--- src/rtl/picmicro_pkg.sv ---
// Shared constants and types for the midrange core fetch stage.
// Latency: n/a (types, constants and a helper function only).
// Backpressure: n/a.
package picmicro_pkg;

    localparam int PC_WIDTH        = 13;
    localparam int INSTR_WIDTH     = 14;
    localparam int FLUSH_CNT_WIDTH = 16;

    localparam logic [INSTR_WIDTH-1:0] NOP_WORD = 14'h0000;

    // Q1..Q4 of the instruction cycle, encoded 0..3 on q_out.
    typedef enum logic [1:0] {
        Q1 = 2'd0,
        Q2 = 2'd1,
        Q3 = 2'd2,
        Q4 = 2'd3
    } q_phase_t;

    // Next phase, wrapping Q4 back to Q1.
    function automatic q_phase_t q_next(q_phase_t q);
        logic [1:0] nxt;
        nxt = q + 2'd1;
        return q_phase_t'(nxt);
    endfunction

endpackage

--- src/rtl/picmicro_fetch_unit_if.sv ---
// Fetch-stage bus: pc/progmem side, control flush/hold, execute-side instruction.
// Latency: n/a (wiring only).
// Backpressure: hold is the only stall; it freezes the whole fetch stage.
// flush_count exists only when FETCH_FLUSH_STATS_EN is defined.
interface picmicro_fetch_unit_if;
    import picmicro_pkg::*;

    logic                   hold;
    logic [PC_WIDTH-1:0]    pc_in;
    logic [PC_WIDTH-1:0]    progmem_addr;
    logic [INSTR_WIDTH-1:0] progmem_data;
    logic                   instr_flush;
    logic [1:0]             q_out;
    logic                   pc_inc_en;
    logic [INSTR_WIDTH-1:0] instr_current;
    logic                   instr_flushed;
`ifdef FETCH_FLUSH_STATS_EN
    logic [FLUSH_CNT_WIDTH-1:0] flush_count;
`endif

    // Environment side: pc module, program memory, control, execute.
    modport master (
        output hold, pc_in, progmem_data, instr_flush,
        input  progmem_addr, q_out, pc_inc_en, instr_current, instr_flushed
`ifdef FETCH_FLUSH_STATS_EN
        , input flush_count
`endif
    );

    // Fetch unit side.
    modport slave (
        input  hold, pc_in, progmem_data, instr_flush,
        output progmem_addr, q_out, pc_inc_en, instr_current, instr_flushed
`ifdef FETCH_FLUSH_STATS_EN
        , output flush_count
`endif
    );

endinterface

--- src/rtl/picmicro_q_sequencer.sv ---
// Q-phase generator: 2-bit phase counter plus fetch (q==1) and latch (q==3) strobes.
// Latency: phase advances one step per clk; strobes are combinational from the phase.
// Backpressure: hold_i freezes the phase and suppresses both strobes.
module picmicro_q_sequencer
    import picmicro_pkg::*;
(
    input  logic     clk,
    input  logic     rst,
    input  logic     hold_i,
    output q_phase_t q_o,
    output logic     fetch_stb_o,
    output logic     latch_stb_o
);

    q_phase_t q_q;
    q_phase_t q_d;

    // Next phase: wrap 3->0, stay put while held.
    always_comb begin
        q_d = hold_i ? q_q : q_next(q_q);
    end

    // Phase register; reset wins over hold.
    always_ff @(posedge clk) begin
        if (rst) begin
            q_q <= Q1;
        end else begin
            q_q <= q_d;
        end
    end

    assign q_o         = q_q;
    assign fetch_stb_o = (q_q == Q2) && !hold_i;
    assign latch_stb_o = (q_q == Q4) && !hold_i;

endmodule

--- src/rtl/picmicro_fetch_unit.sv ---
// Instruction fetch: prefetches progmem at q==1, hands it to execute at q==3, injects NOP on flush.
// Latency: word at pc_in in cycle N becomes instr_current at the end of cycle N (executes in N+1).
// Backpressure: hold freezes all state and drops pc_inc_en; optional flush_count under FETCH_FLUSH_STATS_EN.
module picmicro_fetch_unit
    import picmicro_pkg::*;
(
    input  logic                 clk,
    input  logic                 rst,
    picmicro_fetch_unit_if.slave bus
);

    q_phase_t q;
    logic     fetch_stb;
    logic     latch_stb;

    logic [INSTR_WIDTH-1:0] fetch_q,   fetch_d;
    logic [INSTR_WIDTH-1:0] instr_q,   instr_d;
    logic                   flushed_q, flushed_d;
    logic                   pend_q,    pend_d;
    logic                   flush_now;

    picmicro_q_sequencer u_seq (
        .clk         (clk),
        .rst         (rst),
        .hold_i      (bus.hold),
        .q_o         (q),
        .fetch_stb_o (fetch_stb),
        .latch_stb_o (latch_stb)
    );

    // A flush arriving in the same clk as the Q3 edge counts for this hand-off.
    assign flush_now = bus.instr_flush || pend_q;

    // Next-state for the prefetch, execute and pending-flush registers.
    always_comb begin
        fetch_d   = fetch_q;
        instr_d   = instr_q;
        flushed_d = flushed_q;
        pend_d    = pend_q;
        if (fetch_stb) begin
            fetch_d = bus.progmem_data;
        end
        if (latch_stb) begin
            instr_d   = flush_now ? NOP_WORD : fetch_q;
            flushed_d = flush_now;
            pend_d    = 1'b0;
        end else if (bus.instr_flush) begin
            // Not a Q3 hand-off (other phase, or held): remember it for the next one.
            pend_d = 1'b1;
        end
    end

    // Pipeline registers; reset discards any in-flight fetch and pending flush.
    always_ff @(posedge clk) begin
        if (rst) begin
            fetch_q   <= NOP_WORD;
            instr_q   <= NOP_WORD;
            flushed_q <= 1'b0;
            pend_q    <= 1'b0;
        end else begin
            fetch_q   <= fetch_d;
            instr_q   <= instr_d;
            flushed_q <= flushed_d;
            pend_q    <= pend_d;
        end
    end

`ifdef FETCH_FLUSH_STATS_EN
    logic [FLUSH_CNT_WIDTH-1:0] flush_cnt_q;

    // Count injected NOPs, saturating at all-ones.
    always_ff @(posedge clk) begin
        if (rst) begin
            flush_cnt_q <= '0;
        end else if (latch_stb && flush_now && (flush_cnt_q != {FLUSH_CNT_WIDTH{1'b1}})) begin
            flush_cnt_q <= flush_cnt_q + 1'b1;
        end
    end

    assign bus.flush_count = flush_cnt_q;
`endif

    assign bus.progmem_addr  = bus.pc_in;
    assign bus.q_out         = q;
    assign bus.pc_inc_en     = latch_stb;
    assign bus.instr_current = instr_q;
    assign bus.instr_flushed = flushed_q;

endmodule

--- src/flat_wrapper.sv ---
// flat-port wrapper written by rule: the top's interface ports become plain ports
module picmicro_fetch_unit_flat import picmicro_pkg::*;
  (clk, rst, bus_hold, bus_pc_in, bus_progmem_data, bus_instr_flush, bus_progmem_addr, bus_q_out, bus_pc_inc_en, bus_instr_current, bus_instr_flushed);
  picmicro_fetch_unit_if bus_i ();
  input  logic clk;
  input  logic rst;
  input wire logic [$bits(bus_i.hold)-1:0] bus_hold;
  input wire logic [$bits(bus_i.pc_in)-1:0] bus_pc_in;
  input wire logic [$bits(bus_i.progmem_data)-1:0] bus_progmem_data;
  input wire logic [$bits(bus_i.instr_flush)-1:0] bus_instr_flush;
  output wire logic [$bits(bus_i.progmem_addr)-1:0] bus_progmem_addr;
  output wire logic [$bits(bus_i.q_out)-1:0] bus_q_out;
  output wire logic [$bits(bus_i.pc_inc_en)-1:0] bus_pc_inc_en;
  output wire logic [$bits(bus_i.instr_current)-1:0] bus_instr_current;
  output wire logic [$bits(bus_i.instr_flushed)-1:0] bus_instr_flushed;
  assign bus_i.hold = bus_hold;
  assign bus_i.pc_in = bus_pc_in;
  assign bus_i.progmem_data = bus_progmem_data;
  assign bus_i.instr_flush = bus_instr_flush;
  assign bus_progmem_addr = bus_i.progmem_addr;
  assign bus_q_out = bus_i.q_out;
  assign bus_pc_inc_en = bus_i.pc_inc_en;
  assign bus_instr_current = bus_i.instr_current;
  assign bus_instr_flushed = bus_i.instr_flushed;
  picmicro_fetch_unit u_core (.clk(clk), .rst(rst), .bus(bus_i));
endmodule
--- config.mk ---
export PLATFORM = sky130hd
export DESIGN_NAME = picmicro_fetch_unit_flat
export DESIGN_NICKNAME = d
export VERILOG_FILES = /design/src/rtl/picmicro_pkg.sv /design/src/rtl/picmicro_fetch_unit_if.sv /design/src/rtl/picmicro_q_sequencer.sv /design/src/rtl/picmicro_fetch_unit.sv /design/src/flat_wrapper.sv
export SDC_FILE = /design/constraint.sdc
export NUM_CORES = 1
export LEC_CHECK = 0
export CAP_MARGIN = 10
export CORE_ASPECT_RATIO = 2
export CORE_MARGIN = 2
export CORE_UTILIZATION = 42
export DETAILED_ROUTE_END_ITERATION = 10
export PLACE_DENSITY = 0.83
export SETUP_SLACK_MARGIN = 0.1
export SYNTH_ARGS = -nofsm -noshare
export SYNTH_HDL_FRONTEND = slang
export SYNTH_SLANG_ARGS = --single-unit
--- constraint.sdc ---
create_clock -name clk -period 2.2 [get_ports clk]
set_input_delay 0.33 -clock clk [delete_from_list [all_inputs] [get_ports clk]]
set_output_delay 0.33 -clock clk [all_outputs]
set_load 0.03 [all_outputs]
==> metrics.log, run 1 <==
INFO  metric hp-class = reg -> reg
INFO  metric synth_enable_flop_cells = 0
INFO  metric yosysWarningCount = 0
INFO  metric fraction_of_the_yosys_area_taken_by_sequential_cells = 52.2%
INFO  metric crit-reg2reg-launch = u_core.u_seq.q_o[0]
INFO  metric worst-endpoint-required = 1.87 ns
INFO  metric layoutNonFillerInstCount = 181
INFO  metric total_nets_after_synthesis = 158
INFO  metric power.ir.vdd_worst = 401 uV
INFO  metric cts_buffers = 5
INFO  metric critPathCaptureType = primary output
INFO  metric cts_post_setup_buffers_inserted = 0
INFO  metric post_synth_instance_area = 1230 sq um
INFO  metric seq_power_share = 48.2%
INFO  metric worstSetupPathType = reg -> out
INFO  metric power-per-cell-area = 789 nW/um^2
INFO  metric max-slew-margin-rel = 45.4%
INFO  metric fp.coreArea = 2770 sq um
INFO  metric globalRoute.totalOverflow = 0
INFO  metric place_congestion = 0.767
INFO  metric synth_adder_area_share = 2.04%
INFO  metric detailroute.via_count = 939
INFO  metric drc_violations_left = 0
INFO  metric timing.critical_path.cells = clkdlybuf4s50_1
INFO  metric outcome = complete, no violations
INFO  metric placement.io_buffers = 35
INFO  metric clock_latency = 0.29 ns
INFO  metric met2_wirelength = 1260 um
INFO  metric synth_top_flop_cell = sky130_fd_sc_hd__dfxtp_1
INFO  metric internal_power = 986 uW
INFO  metric yosysTopAreaCell = sky130_fd_sc_hd__dfxtp_1
INFO  metric post_cts.resized_instances = 0
INFO  metric dieArea = 3390 sq um
INFO  metric grt_pass1_vias = 902
INFO  metric timing.critical_path.slowest_cell_delay = 0.70 ns
INFO  metric num-nets-final = 184
INFO  metric cts_hold_buf = 0
INFO  metric fp-row-count = 27
INFO  metric firstDrtPassIters = 4
INFO  metric antennaDiodeCount = 0
INFO  metric regToRegSetupSlack = 0.56 ns
INFO  metric clock_transition_time_at_the_flip_flop_clock_pins_of_the_worst_setup_and_hold_paths = 0.06 ns
INFO  metric synth.area.mux_share = 0%
INFO  metric initialDrtViolationCount = 32
INFO  metric antenna_found_initial = 0
INFO  metric synth_top_family_by_area = compound AO/OA/AOI/OAI gates
INFO  metric synth_async_sr_flop_share = 0%
INFO  metric worstReg2RegEnd = u_core.bus.instr_current[5]
INFO  metric finalWorstPathRequiredPeriod = 1.71 ns
INFO  metric met3_length = 159 um
INFO  metric placed_cells_incl_taps = 173
INFO  metric grt_pass1_wl = 4030 um
INFO  metric die_h = 80.4 um
INFO  metric top_layer = met4
INFO  metric worst_hold_path.endpoint = u_core.fetch_q[7]
INFO  metric grt_max_degree = 19
INFO  metric crit_slowest_cell = sky130_fd_sc_hd__clkdlybuf4s50_1
INFO  metric critical_path_buf_inv_count = 1
INFO  metric hold-path-cell-count = 2
INFO  metric grt_setup_unrepaired = false
INFO  metric synthDominantCellAreaShare = 52.2%
INFO  metric finalSetupTns = 0 ns
INFO  metric layout_worst_path_cycle_share = 77.7%
INFO  metric max_clock_freq = 0.585 GHz
INFO  metric hold_start = u_core.fetch_q[7]
INFO  metric ys_ff_latch = 32
INFO  metric layout-drive-gt1-share = 11.8%
INFO  metric timing.final.setup_violations = 0
INFO  metric initial_core_utilization = 44.3%
INFO  metric yosys.cell_count.top_type = sky130_fd_sc_hd__dfxtp_1
INFO  metric power.net_switching = 276 uW
INFO  metric cts_tree = yes
INFO  metric post_synth_and_or_nand_nor_area_fraction = 15.4%
INFO  metric cp_data_arrival_time = 1.38 ns
INFO  metric clockBufferDepth = 2
INFO  metric reg2reg_depth = 4
INFO  metric maxSlewViolCount = 0
INFO  metric p_leak = 0.618 nW
INFO  metric wire_per_inst = 13.6 um
INFO  metric comb_power_share = 8.4%
INFO  metric cts_root_buffer = sky130_fd_sc_hd__clkbuf_8
INFO  metric finClkSkew = 0.00674 ns
INFO  metric synth_xor_area_share = 0.714%
INFO  metric power_frac_clock = 43.4%
INFO  metric highest_net_fanout_along_the_worst_path = 4
INFO  metric hold_viol_final = 0
INFO  metric layout-area-overhead-vs-synth = 30.5%
INFO  metric maxCapViolCount = 0
INFO  metric top_cell_family_by_delay_on_the_critical_path = buffers and inverters
INFO  metric instance_count_of_the_mapped_netlist = 125
INFO  metric p_sw_share = 21.9%
INFO  metric grt_use_total = 15.9%
INFO  metric avgSynthCellArea = 9.81 sq um
INFO  metric ant_nets = 0
INFO  metric synthTopCellsByArea = sky130_fd_sc_hd__dfxtp_1 52%, sky130_fd_sc_hd__nand2_1 8.6%, sky130_fd_sc_hd__buf_4 8.0%, sky130_fd_sc_hd__a22o_1 7.1%, sky130_fd_sc_hd__a21oi_1 6.1%
INFO  metric wl_met1 = 983 um
INFO  metric chipWidth = 42.2 um
INFO  metric clock_tree.htree_level_count = 2
INFO  metric synth_cell_types = 21
INFO  metric dp_hpwl = 1720 um
INFO  metric route.final.wire_length = 2470 um
INFO  metric synthesized_area_fraction_occupied_by_ao_oa_aoi_and_oai_cells = 17.1%
INFO  metric post_synth_most_frequent_cells = 32 x sky130_fd_sc_hd__dfxtp_1, 28 x sky130_fd_sc_hd__nand2_1, 15 x sky130_fd_sc_hd__a21oi_1
INFO  metric cts_num_sinks = 32
INFO  metric num_io_pins = 62
INFO  metric post_drt_via_cell_ratio = 5.19
INFO  metric worst_pin_slew = 0.813 ns
INFO  metric start_kind = flip-flop
==> how the worst max path moves through the flow <==
stage / start / endpoint / slack (ns) / cells past startpoint
after global placement: bus_hold / bus_pc_inc_en / 0.19 / 4
after detailed placement: bus_hold / bus_pc_inc_en / 0.19 / 4
after CTS: u_core.u_seq.q_o[0] / bus_pc_inc_en / 0.11 / 4
after floorplan: u_core.u_seq.q_o[0] / u_core.bus.instr_current[10] / 0.69 / 6
final: u_core.u_seq.q_o[0] / bus_q_out[0] / 0.49 / 1
after global routing: u_core.u_seq.q_o[0] / bus_pc_inc_en / 0.44 / 4
==> through the flow <==
stage               util [%]  hold slack, ns  total power [mW]  instance area [sq um]  setup slack (ns)
floorplan                  -           0.436             0.720                   1230             0.692
global placement        53.8           0.442             0.723                   1490             0.186
detailed placement      53.8           0.450             0.728                   1490             0.189
CTS                     57.7           0.458              1.28                   1600             0.109
global route            57.8           0.484              1.32                   1600             0.440
finish                  57.8           0.458              1.26                   1600             0.491
==> layout by cell type (no fill, tap or decap), drive strengths merged, types with 3 or more instances in the layout <==
cell / netlist / final
a21oi: 15 / 15
a22o: 14 / 14
buf: 18 / 3
clkbuf: 1 / 6
clkdlybuf4s50: 0 / 34
dfxtp: 32 / 32
nand2: 28 / 28
nor2: 5 / 5
==> layer usage <==
layer / vias up / track usage, %
met1: 436 / 16.3
met2: 37 / 27.1
li1: 456 / -
met3: 10 / 6.07
met4: 0 / 8.75
met5: - / 0
==> cell type report <==
type / count / area (sq um)
clock buffers: 6 / 72.6
clock inverters: 2 / 35.0
fillers: 246 / 1170
inverters: 2 / 7.51
multi-input cells: 72 / 433
flip-flops and latches: 32 / 641
well taps: 29 / 36.3
repair buffers: 38 / 375
==> power by group through the flow <==
stage / clock network (mW) / registers [mW] / logic [mW]
after CTS: 0.562 / 0.608 / 0.107
after global placement: 0 / 0.620 / 0.104
after global routing: 0.591 / 0.609 / 0.119
after floorplan: 0 / 0.626 / 0.0939
after detailed placement: 0 / 0.621 / 0.107
final: 0.548 / 0.608 / 0.106
==> sequential cells by signal (all words and copies together) (netlist names) <==
| name | flops |
|---|---|
| u_core.fetch_q | 14 |
| u_core.bus.instr_current | 14 |
| u_core.u_seq.q_o | 2 |
| u_core.bus.instr_flushed | 1 |
| u_core.pend_q | 1 |
==> cell families after synthesis <==
family | after synthesis
XOR/XNOR | 1
AO/OA/AOI/OAI | 30
flip-flops | 32
AND/OR/NAND/NOR | 39
buffers and inverters | 21
adder cells (fa/ha/maj) | 2
No activity file was read; power rests on OpenSTA's default activity.
==> run 2, diff against run 1 <==
--- a/config.mk
+++ b/config.mk
@@ -8,9 +8,9 @@
 export CAP_MARGIN = 10
 export CORE_ASPECT_RATIO = 2
 export CORE_MARGIN = 2
-export CORE_UTILIZATION = 42
+export CORE_UTILIZATION = 35
 export DETAILED_ROUTE_END_ITERATION = 10
-export PLACE_DENSITY = 0.83
+export PLACE_DENSITY = 0.73
 export SETUP_SLACK_MARGIN = 0.1
 export SYNTH_ARGS = -nofsm -noshare
 export SYNTH_HDL_FRONTEND = slang
==> constraint.sdc (replaced) <==
create_clock -name clk -period 1.4 [get_ports clk]
set_input_delay 0.21 -clock clk [delete_from_list [all_inputs] [get_ports clk]]
set_output_delay 0.21 -clock clk [all_outputs]
set_load 0.03 [all_outputs]
==> run 2 against run 1 <==
The flow now finishes with violations (setup timing). Combinational power rose to 2.8 times the previous value. Global-route usage fell by 0.062 points. Clock skew down 0.0040 ns. Power up 60%. Sequential power is 57% higher. Design area is 23% higher. Critical path depth rose by 5. Non-clock buffer count grew 18. Clock power grew 38%.
==> metrics.log, run 2 (synthesis gave the netlist of run 1 again) <==
INFO  metric final_cell_mix = 30 x sky130_fd_sc_hd__dfxtp_1, 17 x sky130_fd_sc_hd__nand2_1, 17 x sky130_fd_sc_hd__clkdlybuf4s50_1, 17 x sky130_fd_sc_hd__dlygate4sd2_1, 13 x sky130_fd_sc_hd__a21oi_2 (was 34 x sky130_fd_sc_hd__clkdlybuf4s50_1, 32 x sky130_fd_sc_hd__dfxtp_1, 28 x sky130_fd_sc_hd__nand2_1, 15 x sky130_fd_sc_hd__a21oi_1, 10 x sky130_fd_sc_hd__a22o_1)
INFO  metric power-per-cell-area = 1030 nW/um^2 (was 789 nW/um^2)
INFO  metric timing.critical_path.slowest_cell_delay = 0.35 ns (was 0.70 ns)
INFO  metric wire_per_inst = 16.0 um (was 13.6 um)
INFO  metric layout_setup_ws = -0.0363 ns (was 0.491 ns)
INFO  metric fp.coreArea = 3380 sq um (was 2770 sq um)
INFO  metric grt_pass1_vias = 1,031 (was 902)
INFO  metric top_cell_family_by_delay_on_the_critical_path = buffers and inverters (unchanged)
INFO  metric p_leak = 0.860 nW (was 0.618 nW)
INFO  metric cts_num_sinks = 32 (unchanged)
INFO  metric final.fill_count = 281 (was 246)
INFO  metric layout-drive-gt1-share = 40.2% (was 11.8%)
INFO  metric post-place-ws = -0.327 ns (was 0.189 ns)
INFO  metric route.final.wire_length = 3210 um (was 2470 um)
INFO  metric clock_tree.htree_level_count = 2 (unchanged)
INFO  metric crit_slowest_cell = sky130_fd_sc_hd__dfxtp_4 (was sky130_fd_sc_hd__clkdlybuf4s50_1)
INFO  metric timing.critical_path.cells = buf_6 > ha_4 > nand2b_4 > buf_6 > inv_6 > buf_6 (was clkdlybuf4s50_1)
INFO  metric antennaDiodeCount = 0 (unchanged)
INFO  metric highest_net_fanout_along_the_worst_path = 3 (was 4)
INFO  metric worstSetupPathType = reg -> out (unchanged)
INFO  metric chipWidth = 45.9 um (was 42.2 um)
INFO  metric drc_violations_left = 0 (unchanged)
INFO  metric globalRoute.totalOverflow = 0 (unchanged)
INFO  metric finalHoldWorstSlack = 0.420 ns (was 0.458 ns)
INFO  metric clock_latency = 0.28 ns (was 0.29 ns)
INFO  metric grt_max_degree = 18 (was 19)
INFO  metric initial_core_utilization = 36.3% (was 44.3%)
INFO  metric dieArea = 4020 sq um (was 3390 sq um)
INFO  metric ant_nets = 0 (unchanged)
INFO  metric layout-area-overhead-vs-synth = 60.0% (was 30.5%)
INFO  metric placement.io_buffers = 35 (unchanged)
INFO  metric fp-row-count = 30 (was 27)
INFO  metric maxSlewViolCount = 0 (unchanged)
INFO  metric violations = setup timing
INFO  metric grt_pass1_wl = 4660 um (was 4030 um)
INFO  metric power.ir.vdd_worst = 643 uV (was 401 uV)
INFO  metric max_clock_freq = 0.696 GHz
INFO  metric critPathCaptureType = primary output (unchanged)
INFO  metric cts_buffers = 5 (unchanged)
INFO  metric initialDrtViolationCount = 13 (was 32)
INFO  metric hold_viol_final = 0 (unchanged)
INFO  metric worst_pin_slew = 0.315 ns (was 0.813 ns)
INFO  metric post_drt_via_cell_ratio = 5.11 (was 5.19)
INFO  metric layout_worst_path_cycle_share = 103%
INFO  metric grt_setup_unrepaired = true (was false)
INFO  metric outcome = finished with violations (was complete, no violations)
INFO  metric cts_root_buffer = sky130_fd_sc_hd__clkbuf_8 (unchanged)
INFO  metric die_h = 87.7 um (was 80.4 um)
INFO  metric max-slew-margin-rel = 79.1% (was 45.4%)
INFO  metric antenna_found_initial = 0 (unchanged)
INFO  metric num_io_pins = 62 (unchanged)
INFO  metric timing.final.setup_violations = 17 (was 0)
INFO  metric finalSetupTns = -0.248 ns (was 0 ns)
INFO  metric critical_path_buf_inv_count = 4 (was 1)
INFO  metric cp_data_arrival_time = 1.23 ns (was 1.38 ns)
INFO  metric maxCapViolCount = 0 (unchanged)
INFO  metric finalWorstPathRequiredPeriod = 1.44 ns
INFO  metric clockBufferDepth = 2 (unchanged)
INFO  metric placement.cell_area = 1580 sq um (was 1490 sq um)
INFO  metric cts_tree = yes (unchanged)
INFO  metric layoutNonFillerInstCount = 201 (was 181)
INFO  metric num-nets-final = 202 (was 184)
INFO  metric layout.cells.most_common = sky130_fd_sc_hd__dfxtp_1 (was sky130_fd_sc_hd__clkdlybuf4s50_1)
INFO  metric clock_transition_time_at_the_flip_flop_clock_pins_of_the_worst_setup_and_hold_paths = 0.06 ns (about the same)
INFO  metric crit_top_cell = sky130_fd_sc_hd__buf_6
INFO  metric post-route-cell-area = 1960 sq um (was 1600 sq um)
INFO  metric start_kind = flip-flop (unchanged)
INFO  metric worst-endpoint-required = 1.19 ns (was 1.87 ns)
INFO  metric firstDrtPassIters = 4 (unchanged)
INFO  metric place_congestion = 0.657 (was 0.767)
INFO  metric dp_hpwl = 1960 um (was 1720 um)
INFO  metric detailroute.via_count = 1,028 (was 939)
INFO  metric finClkSkew = 0.00277 ns (was 0.00674 ns)
INFO  metric hp-class = in -> out (was reg -> reg)
INFO  metric placed_cells_incl_taps = 183 (was 173)
INFO  metric grt_use_total = 15.8% (was 15.9%)
run 2: power by group:
group / internal (mW) / switching (mW) / leakage, nW
Combinational: 0.166 / 0.136 / 0.549
Sequential: 0.938 / 0.0198 / 0.261
Clock: 0.437 / 0.319 / 0.0503
Total: 1.54 / 0.474 / 0.860
run 2: per-layer routing:
layer	global-route usage (%)	wire length, um	vias up	share of wire (%)
met3	4.54	198	7	6.2
li1	-	-	495	-
met4	7.53	50	0	1.6
met1	16.2	1160	492	36
met2	27.8	1800	34	56
met5	0	0	-	0
run 2: cell type report:
class                      instances  area [sq um]  area share (%)
tap                               32          40.0            2.04
timing repair buffer              56           578            29.5
multi-input combinational         72           584            29.8
inverter                           2          15.0           0.765
sequential                        32           648            33.0
clock buffer                       7          96.3            4.91
run 2: final timing paths:
kind	start	to	slack, ns	cells past startpoint
max reg2reg	u_core.u_seq.q_o[1]	u_core.fetch_q[5]	-0.03	8
max	u_core.u_seq.q_o[1]	bus_pc_inc_en	-0.04	6
min	bus_pc_in[0]	bus_progmem_addr[0]	0.42	0
min reg2reg	u_core.fetch_q[11]	u_core.fetch_q[11]	0.47	2
run 2: metrics by stage:
stage / total power, mW / utilization, %
floorplan: 1.13 / -
global placement: 1.17 / 46.7
detailed placement: 1.17 / 46.7
CTS: 1.94 / 51.5
global route: 2.09 / 58.1
finish: 2.01 / 58.1
run 2: worst reg2reg max path, cell delays in order, from the launching register on:
cell and delay, ns:
sky130_fd_sc_hd__dfxtp_4 0.35, sky130_fd_sc_hd__buf_4 0.13, sky130_fd_sc_hd__buf_6 0.11, sky130_fd_sc_hd__inv_4 0.05
sky130_fd_sc_hd__ha_4 0.13, sky130_fd_sc_hd__nor2b_4 0.22, sky130_fd_sc_hd__clkbuf_16 0.20, sky130_fd_sc_hd__nand2_2 0.06
sky130_fd_sc_hd__a21oi_2 0.12
run 2: what timing repair did:
item | 4_1_cts | 5_1_grt
setup endpoints to repair | 32 | 30
pin swaps | 6 | 11
hold buffers | 0 | 0
buffers inserted | 7 | 2
cloned | 0 | 2
resized for setup | 25 | 42
==> run 3, diff against run 2 <==
--- a/config.mk
+++ b/config.mk
@@ -6,12 +6,12 @@
 export NUM_CORES = 1
 export LEC_CHECK = 0
 export CAP_MARGIN = 10
-export CORE_ASPECT_RATIO = 2
+export CORE_ASPECT_RATIO = 0.8
 export CORE_MARGIN = 2
 export CORE_UTILIZATION = 35
 export DETAILED_ROUTE_END_ITERATION = 10
 export PLACE_DENSITY = 0.73
-export SETUP_SLACK_MARGIN = 0.1
+export SETUP_SLACK_MARGIN = 0.3
 export SYNTH_ARGS = -nofsm -noshare
 export SYNTH_HDL_FRONTEND = slang
 export SYNTH_SLANG_ARGS = --single-unit
==> run 3 against run 2 <==
The flow now finishes without violations. Non-clock buffer count shrank 7. Register-to-register slack gained 0.11 ns. Largest power group unchanged. Via count shrank 3.5%. First-iteration DRC count grew to 2.8 times the previous value. Hold slack is the same. Sequential power is essentially flat. Combinational power shrank 28%. Design area shrank 11%.
==> metrics.log, run 3 (synthesis gave the netlist of run 1 again) <==
INFO  metric dieArea = 4000 sq um (was 4020 sq um)
INFO  metric internal_power = 1.51 mW (was 1.54 mW)
INFO  metric clock_tree.htree_level_count = 2 (unchanged)
INFO  metric cts_tree = yes (unchanged)
INFO  metric final.fill_count = 310 (was 281)
INFO  metric globalRoute.totalOverflow = 0 (unchanged)
INFO  metric highest_net_fanout_along_the_worst_path = 4 (was 3)
INFO  metric power-per-cell-area = 1130 nW/um^2 (was 1030 nW/um^2)
INFO  metric fp-row-count = 19 (was 30)
INFO  metric num-nets-final = 195 (was 202)
INFO  metric seq_power_share = 49.0% (was 47.5%)
INFO  metric worstSetupPathType = reg -> out (unchanged)
INFO  metric initial_core_utilization = 36.1% (was 36.3%)
INFO  metric final_cell_mix = 30 x sky130_fd_sc_hd__dfxtp_1, 28 x sky130_fd_sc_hd__nand2_1, 16 x sky130_fd_sc_hd__clkdlybuf4s50_1, 14 x sky130_fd_sc_hd__buf_2, 12 x sky130_fd_sc_hd__a21oi_1 (was 30 x sky130_fd_sc_hd__dfxtp_1, 17 x sky130_fd_sc_hd__nand2_1, 17 x sky130_fd_sc_hd__clkdlybuf4s50_1, 17 x sky130_fd_sc_hd__dlygate4sd2_1, 13 x sky130_fd_sc_hd__a21oi_2)
INFO  metric p_leak = 0.733 nW (was 0.860 nW)
INFO  metric num_io_pins = 62 (unchanged)
INFO  metric clockBufferDepth = 2 (unchanged)
INFO  metric start_kind = flip-flop (unchanged)
INFO  metric timing.final.setup_violations = 0 (was 17)
INFO  metric detailroute.via_count = 992 (was 1,028)
INFO  metric met2_track_utilization_from_global_routing = 24.8% (was 27.8%)
INFO  metric power.ir.vdd_worst = 698 uV (was 643 uV)
INFO  metric outcome = complete, no violations (was finished with violations)
INFO  metric layout_worst_path_cycle_share = 97.0% (was 103%)
INFO  metric cts_num_sinks = 32 (unchanged)
INFO  metric timing.critical_path.cells = ha_4 > nand2b_4 > buf_6 > inv_6 > buf_6 (was buf_6 > ha_4 > nand2b_4 > buf_6 > inv_6 > buf_6)
INFO  metric layout-area-overhead-vs-synth = 41.9% (was 60.0%)
INFO  metric max-slew-margin-rel = 80.0% (was 79.1%)
INFO  metric cts_hold_buf = 0 (unchanged)
INFO  metric finClkSkew = 0.00462 ns (was 0.00277 ns)
INFO  metric layout.cells.most_common = sky130_fd_sc_hd__dfxtp_1 (unchanged)
INFO  metric total_power = 1.96 mW (was 2.01 mW)
INFO  metric hold_viol_final = 0 (unchanged)
INFO  metric globalRouteMet3Util = 4.59% (was 4.54%)
INFO  metric place_congestion = 0.701 (was 0.657)
INFO  metric grt_max_degree = 19 (was 18)
INFO  metric maxCapViolCount = 0 (unchanged)
INFO  metric grt_setup_unrepaired = true (unchanged)
INFO  metric cts_root_buffer = sky130_fd_sc_hd__clkbuf_8 (unchanged)
INFO  metric timing.critical_path.slowest_cell_delay = 0.37 ns (was 0.35 ns)
INFO  metric firstDrtPassIters = 4 (unchanged)
INFO  metric dp_hpwl = 1830 um (was 1960 um)
INFO  metric placement.io_buffers = 35 (unchanged)
INFO  metric max_clock_freq = 0.736 GHz (was 0.696 GHz)
INFO  metric finalWorstPathRequiredPeriod = 1.36 ns (was 1.44 ns)
INFO  metric globalRouteMet1Util = 16.1% (was 16.2%)
INFO  metric p_sw_share = 22.8% (was 23.5%)
INFO  metric clock_latency = 0.28 ns (about the same)
INFO  metric worst_pin_slew = 0.301 ns (was 0.315 ns)
INFO  metric crit_top_cell = sky130_fd_sc_hd__buf_6 (unchanged)
INFO  metric layout-drive-gt1-share = 32.5% (was 40.2%)
INFO  metric initialDrtViolationCount = 37 (was 13)
INFO  metric grt_pass1_vias = 992 (was 1,031)
INFO  metric cp_data_arrival_time = 1.15 ns (was 1.23 ns)
INFO  metric hp-class = in -> out (unchanged)
INFO  metric drc_violations_left = 0 (unchanged)
INFO  metric grt_use_total = 14.5% (was 15.8%)
INFO  metric antenna_found_initial = 0 (unchanged)
INFO  metric power_frac_clock = 40.0% (was 37.5%)
INFO  metric grt_pass1_wl = 4470 um (was 4660 um)
INFO  metric clock_transition_time_at_the_flip_flop_clock_pins_of_the_worst_setup_and_hold_paths = 0.06 ns (about the same)
INFO  metric critPathCaptureType = primary output (unchanged)
INFO  metric power.net_switching = 447 uW (was 474 uW)
INFO  metric route.final.wire_length = 2770 um (was 3210 um)
INFO  metric maxSlewViolCount = 0 (unchanged)
INFO  metric antennaDiodeCount = 0 (unchanged)
INFO  metric cts_buffers = 5 (unchanged)
INFO  metric ant_nets = 0 (unchanged)
INFO  metric worst-endpoint-required = 1.19 ns (about the same)
INFO  metric die_h = 56.9 um (was 87.7 um)
INFO  metric crit_slowest_cell = sky130_fd_sc_hd__dfxtp_4 (unchanged)
INFO  metric fp.coreArea = 3400 sq um (was 3380 sq um)
INFO  metric grt-busiest-layer = met2 (unchanged)
INFO  metric wire_per_inst = 13.5 um (was 16.0 um)
INFO  metric finalSetupTns = 0 ns (was -0.248 ns)
INFO  metric chipWidth = 70.2 um (was 45.9 um)
INFO  metric post_drt_via_cell_ratio = 4.84 (was 5.11)
INFO  metric comb_power_share = 11.0% (was 15.0%)
run 3: critical path, delay by kind of cell, from the launching register on:
family                   cells  cell delay, ns
flip-flops                   1            0.37
buffers and inverters        3            0.30
AND/OR/NAND/NOR              1            0.05
adder cells (fa/ha/maj)      1            0.14
run 3: stage by stage:
stage	instance area (sq um)	util [%]	hold slack, ns	setup WS (ns)	std cells
after floorplan	1270	-	0.320	0.176	125
after global placement	1540	45.4	0.420	-0.382	187
after detailed placement	1540	45.4	0.420	-0.446	187
after CTS	1680	49.3	0.420	0.0367	204
after global routing	1740	51.2	0.420	0.00979	205
final	1740	51.2	0.420	0.0415	205
run 3: power by group through the flow:
stage	clock network, mW	registers [mW]	logic [mW]
floorplan	0	0.987	0.156
global placement	0	0.977	0.168
detailed placement	0	0.979	0.175
CTS	0.797	0.958	0.207
global route	0.846	0.961	0.234
finish	0.783	0.959	0.216
run 3: worst paths after layout:
kind | slack (ns) | from | endpoint | cells after the start
worst max-delay path | 0.04 | u_core.u_seq.q_o[1] | bus_pc_inc_en | 5
worst min register to register | 0.46 | u_core.fetch_q[5] | u_core.fetch_q[5] | 2
worst min-delay path | 0.42 | bus_pc_in[3] | bus_progmem_addr[3] | 0
worst max register to register | 0.08 | u_core.u_seq.q_o[1] | u_core.bus.instr_current[2] | 8
run 3: layer usage:
| layer | part of all wire, % | vias up |
|---|---|---|
| met5 | 0 | - |
| met4 | 3.1 | 0 |
| met3 | 5.0 | 12 |
| met1 | 41 | 471 |
| met2 | 51 | 28 |
| li1 | - | 481 |
run 3: cell type report:
type / instances / area (sq um) / area share [%]
clock buffers: 7 / 97.6 / 5.61
clock inverters: 1 / 5.00 / 0.288
inverters: 2 / 12.5 / 0.719
multi-input cells: 72 / 487 / 28.0
flip-flops and latches: 32 / 648 / 37.2
well taps: 42 / 52.6 / 3.02
repair buffers: 49 / 438 / 25.2
run 3: what timing repair did:
action,4_1_cts,5_1_grt
pin swaps,13,3
setup endpoints to repair,48,33
resized for setup,91,9
buffers inserted,9,1
